--- src/rtl/controller_rc1_pkg.sv ---
// Shared definitions for the RC1 control word and the pulse generator FSM.
package controller_rc1_pkg;
  localparam int RC1_CTRL_W    = 25;
  localparam int RC1_EN_BIT    = 24;
  localparam int RC1_WIDTH_MSB = 23;
  localparam int RC1_WIDTH_W   = 24;

  typedef enum logic {
    IDLE = 1'b0,
    RUN  = 1'b1
  } rc1_state_t;
endpackage

--- src/rtl/controller_rc1_pulse_gen.sv ---
// Fixed-period, variable-width pulse generator driven by the RC1 control word.
// Width is double-buffered into a shadow that only reloads at period boundaries.
module controller_rc1_pulse_gen
  import controller_rc1_pkg::*;
#(
  parameter int PERIOD_CYCLES = 1000000,
  parameter int CNT_W         = $clog2(PERIOD_CYCLES)
) (
  input  logic                   clk,
  input  logic                   reset,
  input  logic [RC1_CTRL_W-1:0]  ctrl_in,
  output logic                   pwm_out,
  output logic                   period_start,
  output logic                   running,
  output logic [RC1_WIDTH_W-1:0] width_active
);

  localparam logic [CNT_W-1:0] LAST_K = CNT_W'(PERIOD_CYCLES - 1);

  rc1_state_t             state_reg;
  logic [CNT_W-1:0]       cnt_reg;
  logic [CNT_W-1:0]       cnt_inc;
  logic                   ctrl_en;
  logic [RC1_WIDTH_W-1:0] ctrl_width;

  assign cnt_inc    = cnt_reg + 1'b1;
  assign ctrl_en    = ctrl_in[RC1_EN_BIT];
  assign ctrl_width = ctrl_in[RC1_WIDTH_MSB:0];

  // Outputs are registered: each edge computes what the following cycle shows,
  // so a new period's k=0 values come from the freshly sampled width.
  always_ff @(posedge clk or posedge reset) begin
    if (reset) begin
      state_reg    <= IDLE;
      cnt_reg      <= '0;
      width_active <= '0;
      pwm_out      <= 1'b0;
      period_start <= 1'b0;
      running      <= 1'b0;
    end else begin
      case (state_reg)
        IDLE: begin
          cnt_reg <= '0;
          if (ctrl_en) begin
            state_reg    <= RUN;
            width_active <= ctrl_width;
            pwm_out      <= (ctrl_width != '0);
            period_start <= 1'b1;
            running      <= 1'b1;
          end else begin
            pwm_out      <= 1'b0;
            period_start <= 1'b0;
            running      <= 1'b0;
          end
        end
        RUN: begin
          if (cnt_reg == LAST_K) begin
            cnt_reg <= '0;
            if (ctrl_en) begin
              width_active <= ctrl_width;
              pwm_out      <= (ctrl_width != '0);
              period_start <= 1'b1;
              running      <= 1'b1;
            end else begin
              // Shadow deliberately keeps its last value for readback.
              state_reg    <= IDLE;
              pwm_out      <= 1'b0;
              period_start <= 1'b0;
              running      <= 1'b0;
            end
          end else begin
            cnt_reg      <= cnt_inc;
            pwm_out      <= (RC1_WIDTH_W'(cnt_inc) < width_active);
            period_start <= 1'b0;
            running      <= 1'b1;
          end
        end
        default: begin
          state_reg    <= IDLE;
          cnt_reg      <= '0;
          pwm_out      <= 1'b0;
          period_start <= 1'b0;
          running      <= 1'b0;
        end
      endcase
    end
  end

endmodule

--- config.mk ---
export PLATFORM = sky130hd
export DESIGN_NAME = controller_rc1_pulse_gen
export DESIGN_NICKNAME = d
export VERILOG_FILES = /design/src/rtl/controller_rc1_pkg.sv /design/src/rtl/controller_rc1_pulse_gen.sv
export SDC_FILE = /design/constraint.sdc
export NUM_CORES = 1
export LEC_CHECK = 0
export ABC_AREA = 1
export CORE_ASPECT_RATIO = 0.7
export CORE_MARGIN = 4
export CORE_UTILIZATION = 40
export CTS_CLUSTER_SIZE = 8
export DETAILED_ROUTE_END_ITERATION = 8
export SLEW_MARGIN = 15
export SYNTH_ARGS = -nofsm -noshare
export SYNTH_HDL_FRONTEND = slang
export SYNTH_SLANG_ARGS = --single-unit
--- constraint.sdc ---
create_clock -name clk -period 3.85 [get_ports clk]
set_clock_uncertainty 0.2 [all_clocks]
set_input_delay 0.385 -clock clk [delete_from_list [all_inputs] [get_ports clk]]
set_output_delay 0.385 -clock clk [all_outputs]
set_load 0.02 [all_outputs]
==> summary.md <==
| Metric | Value |
|---|---|
| Status | `completed` |
| Worst Hold Class | `reg -> reg` |
| Sum Neg Setup Slack | `0 ps` |
| Largest net degree at the start of global routing | `48` |
| First-pass GRT wire length | `roughly 12000 µm` |
| Final Hold Viols | `0` |
| Worst Hold Depth | `2` |
| DRT iter0 DRCs | `130` |
| CTS tree | `done` |
| Crit path kind | `reg -> reg` |
| Vias in the first global route | `between 2000 and 2500` |
| Post-synth top area cell | `dfrtp_1` |
| Final setup violating endpoints | `0` |
| Clock Tree Buf Depth | `2` |
| Share of cells above drive strength 1 | `0.0844` |
| Slew margin rel. | `0.342` |
| Global-route usage over all layers | `0.171` |
| RSZ-0062 raised after global routing | `false` |
| Synth Cell Area | `about 0.0029 mm²` |
| FP Rows | `25` |
| Sink Count | `47` |
| Post-CTS resize count | `0` |
| Initial DRT Pass Iterations | `4` |
| Max IR drop VDD | `around 130 µV` |
| Top cells by area, synth | `dfrtp_1 (40%), nand2_1 (14%), inv_1 (11%)` |
| Synth Area in Compound Gates | `0.0769` |
| Synthesized flop and latch total | `47` |
| Die Width | `between 100 and 150 µm` |
| CTS root buf | `clkbuf_8` |
| Syn nets | `441` |
| IO Port Bufs | `53` |
| GPL Wtd Cong | `0.900` |
| Largest family of logic cells by synthesized area | `simple AND/OR/NAND/NOR gates` |
| Initial antenna violation count | `0` |
| Tot Pwr | `~900 µW` |
| Final min period | `2810 ps` |
| Avg WL per Cell | `13.1 µm` |
| DRC viols | `0` |
| Register area share after synthesis | `0.399` |
| Overflow after GRT | `0` |
| Routed WL | `around 7000 µm` |
| Max FFs per register | `24` |
| Fin area | `roughly 0.0036 mm²` |
| Ports | `between 50 and 60` |
| CTS H-tree lvls | `2` |
| Synth Warn # | `0` |
| Clock transition at the registers of the reported paths | `100 ps` |
| F_max | `356 MHz` |
| Startpoint types | `flip-flop` |
| Mux cell area share after synthesis | `0` |
| Min Hold Slack | `around 320 ps` |
| DP Wirelength | `5670 µm` |
| Clock latency on the worst-skew pair | `300 ps` |
| Cts hold-fix bufs | `0` |
| Required @ worst endpoint | `around 3900 ps` |
| Post-Synthesis Cells | `between 300 and 400` |
| Most frequent cells in the layout | `nand2_1 (106), inv_1 (86), clkdlybuf4s50_1 (53), nor2_1 (47), dfrtp_1 (47)` |
| DP Worst Slack | `about 1100 ps` |
| Measured slew at the worst slew-check pin | `about 1000 ps` |
| Leakage | `approximately 0.0019 µW` |
| Post-Syn Area per Cell | `between 7 and 8 µm²` |
| Area grow syn2layout | `23.8%` |
| Setup ws final | `around 1000 ps` |
| ANT nets after route | `0` |
| Area after DPL | `roughly 0.0035 mm²` |
| Antenna cells | `0` |
| Worst r2r path cells | `15` |
| Crit end category | `flip-flop` |
| TritonCTS Buffers | `5` |
| Die ar. | `just under 0.009 mm²` |
| Power per cell area | `between 200 and 250 mW/mm²` |
| Commonest non-fill, non-tap cell in the layout | `nand2_1` |
| Final worst path period share | `0.729` |
| CP arrival | `between 2000 and 3000 ps` |
| Setup repair bufs after CTS | `0` |
| DIE HEIGHT | `between 70 and 80 µm` |
| Distinct cell type count of the synthesized netlist | `23` |
| Vias per inst | `about 4.6` |
| Simple logic cell fraction of the synthesized area | `0.287` |
| # Max-Cap Violations | `0` |
| Top cell type's share of synthesized area | `0.399` |
| Post-Synth XOR/XNOR Area | `0.0238` |
| Max FO, Critical Path | `5` |
| Fin nets | `between 400 and 500` |
| Initial core utilization | `0.424` |
| Core Box Area | `between 0.006 and 0.007 mm²` |
| Vias | `about 2500` |
| Synth Area in Adders | `0.0850` |
| Final Max Tran Viols | `0` |
## cells by family after synthesis
group | after synthesis
and+or+nand+nor | 198
buffers and inverters | 92
DFF | 47
AOI/OAI and AO/OA | 29
adders and majority gates | 20
xor gates and xnor gates | 8
## report_power, final
part | leakage, µW | internal [µW] | switching (µW)
sequential | 0.000637 | 493 | 0
clock | 0.0000505 | 164 | 177
combinational | 0.00120 | 25.3 | 22.9
total | 0.00188 | 682 | 200
## critical path: stages (launching register included)
cell and delay [ps]:
dfrtp_1 450, nand2_2 140, nor2_1 180, nand2_1 130
nor2_1 200, nand2_1 100, o21ai_0 280, inv_1 110
ha_1 310, nand2_1 60, nor2_1 130, nand4_1 100
nor3_1 160, nand2_1 80, nand2_1 60, nand2_1 40
## synth_stat cells
library cell,count
nor2_1,47
ha_1,20
inv_1,87
xor2_1,7
o21bai_1,1
nand3_2,1
buf_6,4
o21ai_0,2
nand2_1,106
nand4_1,8
nor3_1,11
or2_2,2
xnor2_1,1
buf_2,1
nand2_4,2
nor2b_1,1
nor3_4,1
nand2_2,2
and2_1,1
a21oi_1,5
dfrtp_1,47
o21ai_2,21
nand3_1,16
## per-layer routing
layer	track usage	share of wire	wire, µm	up-vias
met5	0	0	0	-
met4	0.0332	0.0090	64	0
met3	0.0439	0.062	441	8
met2	0.251	0.41	2940	67
met1	0.254	0.52	3690	1122
li1	-	-	-	1304
## final cells by class
type	count	area, µm²
multi-input combinational	255	1390
fill	705	3300
clock inverter	1	7.51
tap	94	118
inverter	87	327
sequential	47	1180
timing repair buffer	53	531
clock buffer	7	96.3
## final timing paths
check	from	end	slack (ps)
max reg2reg	cnt_reg[3]	pwm_out	1040
max in group asynchronous	reset	cnt_reg[15]	2410
min	width_active[7]	width_active[7]	320
min in group asynchronous	reset	cnt_reg[3]	430
min reg2reg	width_active[7]	width_active[7]	320
max	cnt_reg[3]	pwm_out	1040
## stage by stage
stage,utilization,std cells
detailed placement,0.510,536
floorplan,-,394
global route,0.525,544
global placement,0.510,536
finish,0.525,544
CTS,0.525,544
No activity file was read; power rests on OpenSTA's default activity.
